File: config.mk
export PLATFORM = sky130hd
export DESIGN_NAME = axi4_id_remapper
export DESIGN_NICKNAME = d
export VERILOG_FILES = /design/src/rtl/axi4_id_remapper.sv
export SDC_FILE = /design/constraint.sdc
export NUM_CORES = 2
export LEC_CHECK = 0
export CORE_ASPECT_RATIO = 0.75
export CORE_MARGIN = 4
export CORE_UTILIZATION = 57
export CTS_CLUSTER_DIAMETER = 100
export DETAILED_ROUTE_END_ITERATION = 10
export GPL_ROUTABILITY_DRIVEN = 0
export PLACE_DENSITY = 0.88
export SYNTH_ARGS = -nofsm -noshare
export SYNTH_HDL_FRONTEND = slang
export SYNTH_HIERARCHICAL = 1
export SYNTH_SLANG_ARGS = --single-unit
File: constraint.sdc
create_clock -name clk -period 10.9 [get_ports clk]
set_input_delay 1.635 -clock clk [delete_from_list [all_inputs] [get_ports clk]]
set_output_delay 1.635 -clock clk [all_outputs]
set_load 0.03 [all_outputs]
File: src/rtl/axi4_id_remapper.sv
// Wide-to-narrow AXI4 ID remapper: per-direction slot tables restore wide IDs on R/B.
// Optional protocol checker enabled by defining AXI_ID_REMAP_CHECK_EN.

module axi4_id_remap_table #(
    parameter int S_ID_W    = 16,
    parameter int M_ID_W    = 6,
    parameter int NUM_SLOTS = 16,
    parameter int MAX_OUTST = 8
) (
    input  logic              clk,
    input  logic              rst,
    input  logic              req_valid,
    input  logic [S_ID_W-1:0] req_id,
    output logic              req_ready,
    output logic              fwd_valid,
    input  logic              fwd_ready,
    output logic [M_ID_W-1:0] fwd_id,
    input  logic              rsp_valid,
    input  logic [M_ID_W-1:0] rsp_id,
    input  logic              rsp_last,
    input  logic              rsp_ready,
    output logic [S_ID_W-1:0] rsp_orig_id,
    output logic              err
);

    localparam int SLOT_W = (NUM_SLOTS > 1) ? $clog2(NUM_SLOTS) : 1;
    localparam int CNT_W  = $clog2(MAX_OUTST + 1);
    localparam logic [CNT_W-1:0] MAX_CNT = CNT_W'(MAX_OUTST);

    typedef struct packed {
        logic              vld;
        logic [S_ID_W-1:0] id;
        logic [CNT_W-1:0]  cnt;
    } entry_t;

    entry_t tbl [NUM_SLOTS];

    logic              hit;
    logic              free_found;
    logic [SLOT_W-1:0] hit_idx;
    logic [SLOT_W-1:0] free_idx;
    logic [SLOT_W-1:0] sel_idx;
    logic              ok;
    logic              req_fire;
    logic [31:0]       rsp_id_ext;
    logic              rsp_in_range;
    logic [SLOT_W-1:0] rsp_idx;
    entry_t            rsp_entry;
    logic              rsp_live;
    logic              rel_fire;
    logic              rel_ok;
    logic [NUM_SLOTS-1:0] inc_vec;
    logic [NUM_SLOTS-1:0] dec_vec;

    // Descending scan so the lowest matching / free slot wins.
    always_comb begin
        hit        = 1'b0;
        hit_idx    = '0;
        free_found = 1'b0;
        free_idx   = '0;
        for (int i = NUM_SLOTS - 1; i >= 0; i--) begin
            if (tbl[i].vld && tbl[i].id == req_id) begin
                hit     = 1'b1;
                hit_idx = SLOT_W'(i);
            end
            if (!tbl[i].vld) begin
                free_found = 1'b1;
                free_idx   = SLOT_W'(i);
            end
        end
    end

    assign sel_idx   = hit ? hit_idx : free_idx;
    assign ok        = hit ? (tbl[hit_idx].cnt < MAX_CNT) : free_found;
    assign fwd_valid = req_valid & ok;
    assign req_ready = fwd_ready & ok;
    assign fwd_id    = M_ID_W'(sel_idx);
    assign req_fire  = req_valid & fwd_ready & ok;

    assign rsp_id_ext   = 32'(rsp_id);
    assign rsp_in_range = rsp_id_ext < 32'(NUM_SLOTS);
    assign rsp_idx      = rsp_id[SLOT_W-1:0];
    assign rsp_entry    = rsp_in_range ? tbl[rsp_idx] : '0;
    assign rsp_live     = rsp_in_range & rsp_entry.vld & (rsp_entry.cnt != '0);
    assign rsp_orig_id  = rsp_live ? rsp_entry.id : '0;
    assign rel_fire     = rsp_valid & rsp_ready & rsp_last;
    assign rel_ok       = rel_fire & rsp_live;

    always_comb begin
        inc_vec = '0;
        dec_vec = '0;
        for (int i = 0; i < NUM_SLOTS; i++) begin
            inc_vec[i] = req_fire && (sel_idx == SLOT_W'(i));
            dec_vec[i] = rel_ok && (rsp_idx == SLOT_W'(i));
        end
    end

    // Simultaneous allocate and release on one slot cancel out.
    always_ff @(posedge clk or posedge rst) begin
        if (rst) begin
            for (int i = 0; i < NUM_SLOTS; i++) begin
                tbl[i] <= '0;
            end
        end else begin
            for (int i = 0; i < NUM_SLOTS; i++) begin
                if (inc_vec[i] && !dec_vec[i]) begin
                    if (hit) begin
                        tbl[i].cnt <= tbl[i].cnt + CNT_W'(1);
                    end else begin
                        tbl[i].vld <= 1'b1;
                        tbl[i].id  <= req_id;
                        tbl[i].cnt <= CNT_W'(1);
                    end
                end else if (dec_vec[i] && !inc_vec[i]) begin
                    tbl[i].cnt <= tbl[i].cnt - CNT_W'(1);
                    if (tbl[i].cnt == CNT_W'(1)) begin
                        tbl[i].vld <= 1'b0;
                    end
                end
            end
        end
    end

`ifdef AXI_ID_REMAP_CHECK_EN
    logic pend_q;

    always_ff @(posedge clk or posedge rst) begin
        if (rst) begin
            pend_q <= 1'b0;
            err    <= 1'b0;
        end else begin
            pend_q <= req_valid & ~req_ready;
            if ((rel_fire & ~rsp_live) | (pend_q & ~req_valid)) begin
                err <= 1'b1;
            end
        end
    end
`else
    assign err = 1'b0;
`endif

endmodule

module axi4_id_remapper #(
    parameter int S_ID_W    = 16,
    parameter int M_ID_W    = 6,
    parameter int NUM_SLOTS = 16,
    parameter int MAX_OUTST = 8
) (
    input  logic              clk,
    input  logic              rst,
    input  logic              s_arvalid,
    output logic              s_arready,
    input  logic [S_ID_W-1:0] s_arid,
    output logic              m_arvalid,
    input  logic              m_arready,
    output logic [M_ID_W-1:0] m_arid,
    input  logic              m_rvalid,
    output logic              m_rready,
    input  logic [M_ID_W-1:0] m_rid,
    input  logic              m_rlast,
    output logic              s_rvalid,
    input  logic              s_rready,
    output logic [S_ID_W-1:0] s_rid,
    input  logic              s_awvalid,
    output logic              s_awready,
    input  logic [S_ID_W-1:0] s_awid,
    output logic              m_awvalid,
    input  logic              m_awready,
    output logic [M_ID_W-1:0] m_awid,
    input  logic              m_bvalid,
    output logic              m_bready,
    input  logic [M_ID_W-1:0] m_bid,
    output logic              s_bvalid,
    input  logic              s_bready,
    output logic [S_ID_W-1:0] s_bid,
    output logic              err
);

    logic rd_err;
    logic wr_err;

    axi4_id_remap_table #(
        .S_ID_W(S_ID_W), .M_ID_W(M_ID_W),
        .NUM_SLOTS(NUM_SLOTS), .MAX_OUTST(MAX_OUTST)
    ) u_rd (
        .clk(clk), .rst(rst),
        .req_valid(s_arvalid), .req_id(s_arid), .req_ready(s_arready),
        .fwd_valid(m_arvalid), .fwd_ready(m_arready), .fwd_id(m_arid),
        .rsp_valid(m_rvalid), .rsp_id(m_rid), .rsp_last(m_rlast),
        .rsp_ready(s_rready), .rsp_orig_id(s_rid), .err(rd_err)
    );

    axi4_id_remap_table #(
        .S_ID_W(S_ID_W), .M_ID_W(M_ID_W),
        .NUM_SLOTS(NUM_SLOTS), .MAX_OUTST(MAX_OUTST)
    ) u_wr (
        .clk(clk), .rst(rst),
        .req_valid(s_awvalid), .req_id(s_awid), .req_ready(s_awready),
        .fwd_valid(m_awvalid), .fwd_ready(m_awready), .fwd_id(m_awid),
        .rsp_valid(m_bvalid), .rsp_id(m_bid), .rsp_last(1'b1),
        .rsp_ready(s_bready), .rsp_orig_id(s_bid), .err(wr_err)
    );

    assign s_rvalid = m_rvalid;
    assign m_rready = s_rready;
    assign s_bvalid = m_bvalid;
    assign m_bready = s_bready;
    assign err      = rd_err | wr_err;

endmodule

; After elaboration in Yosys (flattened, before gate mapping)
; Cells that the tools add are included.
[totals]
output_inout_bits = 53
in_bits = 55
word_cells = 1077
register_bits = 672
[op_classes]
addsub = 64
muxes = 372
n_reduce_logical = 358
n_lt_le_gt_ge = 8
n_bitwise = 23
eq_ne = 156
[ops]
columns = operator, n
row1 = $mux 4, 166
row2 = $mux 17, 32
row3 = $eq 16x16->1, 32
row4 = $bmux 21 s4, 4
row5 = $mux 1, 162
row6 = $logic_and 1x1->1, 160
row7 = $eq 4x1->1 const B, 36
row8 = $add 4x1->4 const B, 32
row9 = $eq 4x4->1 const B, 32
row10 = $reduce_bool 2->1, 64
row11 = $sub 4x1->4 const B, 32
row12 = $mux 21, 6
row13 = $reduce_and 3->1, 32
row14 = $eq 4x3->1 const B, 16
row15 = $logic_not 1->1, 64
row16 = $ne 2x2->1 const B, 32
row17 = $reduce_and 2->1, 32
row18 = $eq 4x2->1 const B, 8
row19 = $mux 16, 2
row20 = $ge 5x5->1 const B, 4
row21 = $not 4->5, 4
row22 = $and 1x1->1, 17
row23 = $logic_not 4->1, 4
row24 = $lt 6x5->1 const B, 2
row25 = 3 further kinds, 6

; Logic depth before layout (Yosys ltp)
[logic_depth]
word_depth = 30
depth_mapped = 23
depth_no_buf = 18

; Cells and area by module
; Netlist, hierarchy kept.
[modules_own_cells]
columns = mod, seq_area_each_um2, cells_each, area_each_um2, n_inst
row1 = axi4_id_remap_table (u_rd), 8408.1, 2102, 22429.0, 1
row2 = axi4_id_remap_table (u_wr), 8408.1, 2071, 22301.4, 1
row3 = axi4_id_remapper, 0.0, 6, 40.0, 1

; Worst setup path after synthesis
; OpenSTA, ideal clock, no wires.
[synth_timing]
path_kind = input -> output
start = input port s_awid[11]
end = output port m_awvalid
slack_ps = 4076
required_ps = 9265
path_buffers = 2
arrival_time_ps = 5189
path_stages = 12
cell_sequence = buf_2 buf_6 xor2_1 nor4_1 nand4b_1 or4_4 a221oi_2 o2111ai_2 a21o_4 a221oi_2 a211oi_2 a2111oi_1
[synth_between]
elab_chain_cells = 25
elab_cells_between_ends = 71
cone_classes = order compare: 1 / eq/ne: 16 / mux: 36 / bitwise: 2 / reduce/logical: 16
[synth_rtl]
columns = item, line_no
row1 = from (decl), 167  ; input logic [S_ID_W-1:0] s_awid,
row2 = $eq 16x16->1, 62  ; if (tbl[i].vld && tbl[i].id == req_id) begin
row3 = $logic_and 1x1->1, 62
row4 = $mux 4 (16 in a row), 62
row5 = $not 4->5 (not written as such), 74  ; assign ok = hit ? (tbl[hit_idx].cnt < MAX_CNT) : free_found;
row6 = $bmux 21 s4, 74
row7 = $mux 4 (not written as such) (2 in a row), 74
row8 = $lt 4x4->1, 74
row9 = $mux 1 *, 74
row10 = $and 1x1->1 *, 75  ; assign fwd_valid = req_valid & ok;
row11 = to (decl), 168  ; output logic m_awvalid,
; Every way passes the cells marked *; elsewhere a longest branch is shown, timed or not. The select of a mux whose other input is x is not followed.

; Worst setup path after layout
[layout_timing]
start = input port s_arid[1]
end = output port s_arready
[layout_between]
elab_chain_cells = 25
elab_cells_between_ends = 71
cone_classes = order compare: 1 / eq/ne: 16 / mux: 36 / bitwise: 2 / reduce/logical: 16
[layout_rtl]
columns = item, line_no
row1 = from (decl), 154  ; input logic [S_ID_W-1:0] s_arid,
row2 = $eq 16x16->1, 62
row3 = $logic_and 1x1->1, 62
row4 = $mux 4 (16 in a row), 62
row5 = $not 4->5 (not written as such), 74
row6 = $bmux 21 s4, 74
row7 = $mux 4 (not written as such) (2 in a row), 74
row8 = $lt 4x4->1, 74
row9 = $mux 1 *, 74
row10 = $and 1x1->1 *, 76  ; assign req_ready = fwd_ready & ok;
row11 = to (decl), 153  ; output logic s_arready,
; Marks and branches as above.

==> flow_summary.toml <==
[pwr]
vdd_ir_drop_max_mv = 0.158
finalPower_mw = 8.18
cellPowerDensity_mw_per_mm2 = 170
leakagePower_nw = 20.7

[critical_path]
setup.worst_path.start_class = "input pin"
path_max_fanout = 24
cp.arrival_ns = 7.26
cp-end-kind = "primary output"
crit_type = "input pin to primary output"
cp.required_ns = 9.27

[timing]
slew_headroom_pct = 13.9
fmax_mhz = 112
fin_worst_skew_ns = 0.0361
hold_violations = 0
fin_hold_ws_ns = 0.542
fin_ws_ns = 2.00
post-route-period-util_pct = 81.6
finalMaxSlewViolations = 0
grt_setup_unrepaired = "false"
fin_crit_ns = 8.90
tightest_slew_ns = 1.29
tns_ns = 0
setup_viol = 0

[drt]
ant_nets = 0
vias = 36900
wl_per_cell_um = 27.0
totalWireLength_um = 140000
first_pass_iters = 11
route.detailed.drc = 0
vias_per_cell = 7.11
first_iter_violations = 6326

[logic_synthesis]
avgSynthCellArea_um2 = 10.7
synth_cell_types = 98
synth.yosys.seq_area_share_pct = 37.6
synth_edf_count = 0
postSynthCellCount = 4179
syn_area_mm2 = 0.0448
synthArstFlopShare_pct = 100
synth_ff_type = "dfrtp_1"
ys_seq_elements = 672
ys_warn_count = 6

[global_route]
grt_antenna_before_repair = 6
grt-ovfl-total = 0
grt_use_total_pct = 32.6
grt_pass1_wl_um = 213000
grt_pass1_vias = 35600
grt_max_degree = 188

[layout]
layout.cells.non_filler = 5191
final_area_mm2 = 0.0482
final_core_util_pct = 62.2
nets = 4283
drive_gt1_share_pct = 21.7
area_growth_syn_to_layout_pct = 7.61

[clock_network]
cts_buffers = 69
htree_levels = 3
clock-sinks = 672
path_clk_slew_ns = 0.06
cts_resized = 0
cts-root-buf = "clkbuf_16"
cts_tree = "done"
clockBufferDepth = 3
cts_setup_buffers = 0
clk_latency_ns = 0.64
cts_hold_buf = 0

[floorplan]
initial_core_util_pct = 57.8
die-width_um = 332
core_area_mm2 = 0.0774
die_area_mm2 = 0.0831
io_pins = 108
std_cell_rows = 88
die_y_um = 251

[placed_design]
io_buffers = 102
place_area_mm2 = 0.0459
hpwl_um = 97900
dpl_worst_slack_ns = 2.33
placedCellCount = 5064

[status]
outcome = "completed"

[run]
maxCapViolCount = 0

[min_path]
hold_path_class = "register to register"
cells in the mapped netlist, drive strengths merged (10+ instances only):
library cell  instances  area, um^2
a2111oi              14         165
a211oi               11        87.6
a21oi               108         541
a311o                13         130
a31oi                44         297
and2                 38         238
and3                 43         269
and4                 12         105
buf                 164        1100
clkbuf              148         556
dfrtp               672       16800
ha                  128        1600
inv                 128         480
mux2                498        5610
mux2i                15         154
mux4                169        3810
nand2               227         852
nand2b               25         156
nand3               102         510
nand4               101         644
nor2                267        1020
nor2b                34         213
nor3                 91         495
nor3b                26         210
nor4                134         863
nor4b                22         199
o21ai               110         554
o22ai                10        68.8
o31ai               116         871
o41ai                34         298
or2                  15        93.8
or3                  12        75.1
or4                  40         319
or4b                 10         104
xnor2               243        2140
xor2                270        2360
where the power goes:
group | internal, mW | leakage [nW] | switching (mW)
Sequential | 2.91 | 8.74 | 0.531
Clock | 1.38 | 1.10 | 1.05
Combinational | 1.01 | 10.9 | 1.30
path summary, 6_finish.rpt:
check	startpoint	endpoint	slack [ns]	cells after the start
min reg2reg	u_wr/tbl[23]	u_wr/tbl[23]	0.54	1
max reg2reg	u_rd/tbl[48]	u_rd/tbl[17]	4.64	14
max	s_arid[1]	s_arready	2.00	14
max in group asynchronous	rst	u_wr/tbl[295]	7.53	4
min in group asynchronous	rst	u_rd/tbl[184]	1.75	3
min	u_wr/tbl[23]	u_wr/tbl[23]	0.54	1
metal layers:
layer	share of wire, %	vias to the layer above	GRT usage, %	wire length [um]
met2	41	3015	45.8	56800
met5	0.20	-	0.952	285
met1	37	18000	43.2	51700
li1	-	15100	-	-
met4	5.3	11	12.8	7430
met3	17	773	16.2	23800
sequential cells by signal, indices dropped and copies added, names as in the netlist:
| register | cells |
|---|---|
| u_rd/tbl | 336 |
| u_wr/tbl | 336 |
final cells by class:
| class | instances | area (um^2) |
|---|---|---|
| sequential | 672 | 16800 |
| timing repair buffer | 158 | 1460 |
| inverter | 129 | 492 |
| fill | 5568 | 29200 |
| multi-input combinational | 3070 | 25800 |
| clock buffer | 96 | 1990 |
| tap | 1035 | 1290 |
| clock inverter | 24 | 260 |
| antenna | 7 | 17.5 |
critical path, stage by stage:
cell,delay [ns]
clkdlybuf4s50_1,1.31
xnor2_1,0.21
nand4_1,0.14
or2_0,0.17
nor4_1,0.10
or4_1,0.66
nor3_1,0.51
and2_1,0.95
o31ai_1,0.17
o21ai_1,0.22
a2111oi_4,0.09
buf_4,0.25
nor2b_1,0.14
clkdlybuf4s50_1,0.69
placed cells by master (no fill, tap or decap), types with 71 or more instances in the layout:
| cell type | synthesis | layout |
|---|---|---|
| dfrtp_1 | 672 | 672 |
| nor4_1 | 130 | 130 |
| ha_1 | 128 | 128 |
| xor2_1 | 270 | 270 |
| nor2_1 | 266 | 266 |
| nand2_1 | 227 | 227 |
| xnor2_1 | 241 | 241 |
| a21oi_1 | 108 | 108 |
| nand3_1 | 102 | 101 |
| nand4_1 | 99 | 99 |
| mux2_2 | 497 | 497 |
| o21ai_0 | 107 | 107 |
| nor3_1 | 83 | 82 |
| mux4_2 | 169 | 169 |
| clkbuf_16 | 0 | 71 |
| inv_1 | 125 | 123 |
| o31ai_1 | 116 | 116 |
| clkdlybuf4s50_1 | 0 | 98 |
cell families (layout without fill, tap and decap cells):
logic type                 after synthesis  after routing  share of synthesized area [%]
AOI/OAI and AO/OA                      511            511                           7.76
xor gates and xnor gates               513            513                           10.1
adders and majority gates              128            128                           3.58
buffers and inverters                  441            407                           4.78
DFF                                    672            672                           37.6
muxes                                  682            682                           21.4
other                                    3             14                         0.0252
and+or+nand+nor                       1229           1229                           14.9
Power figures use the tool's default switching activity.
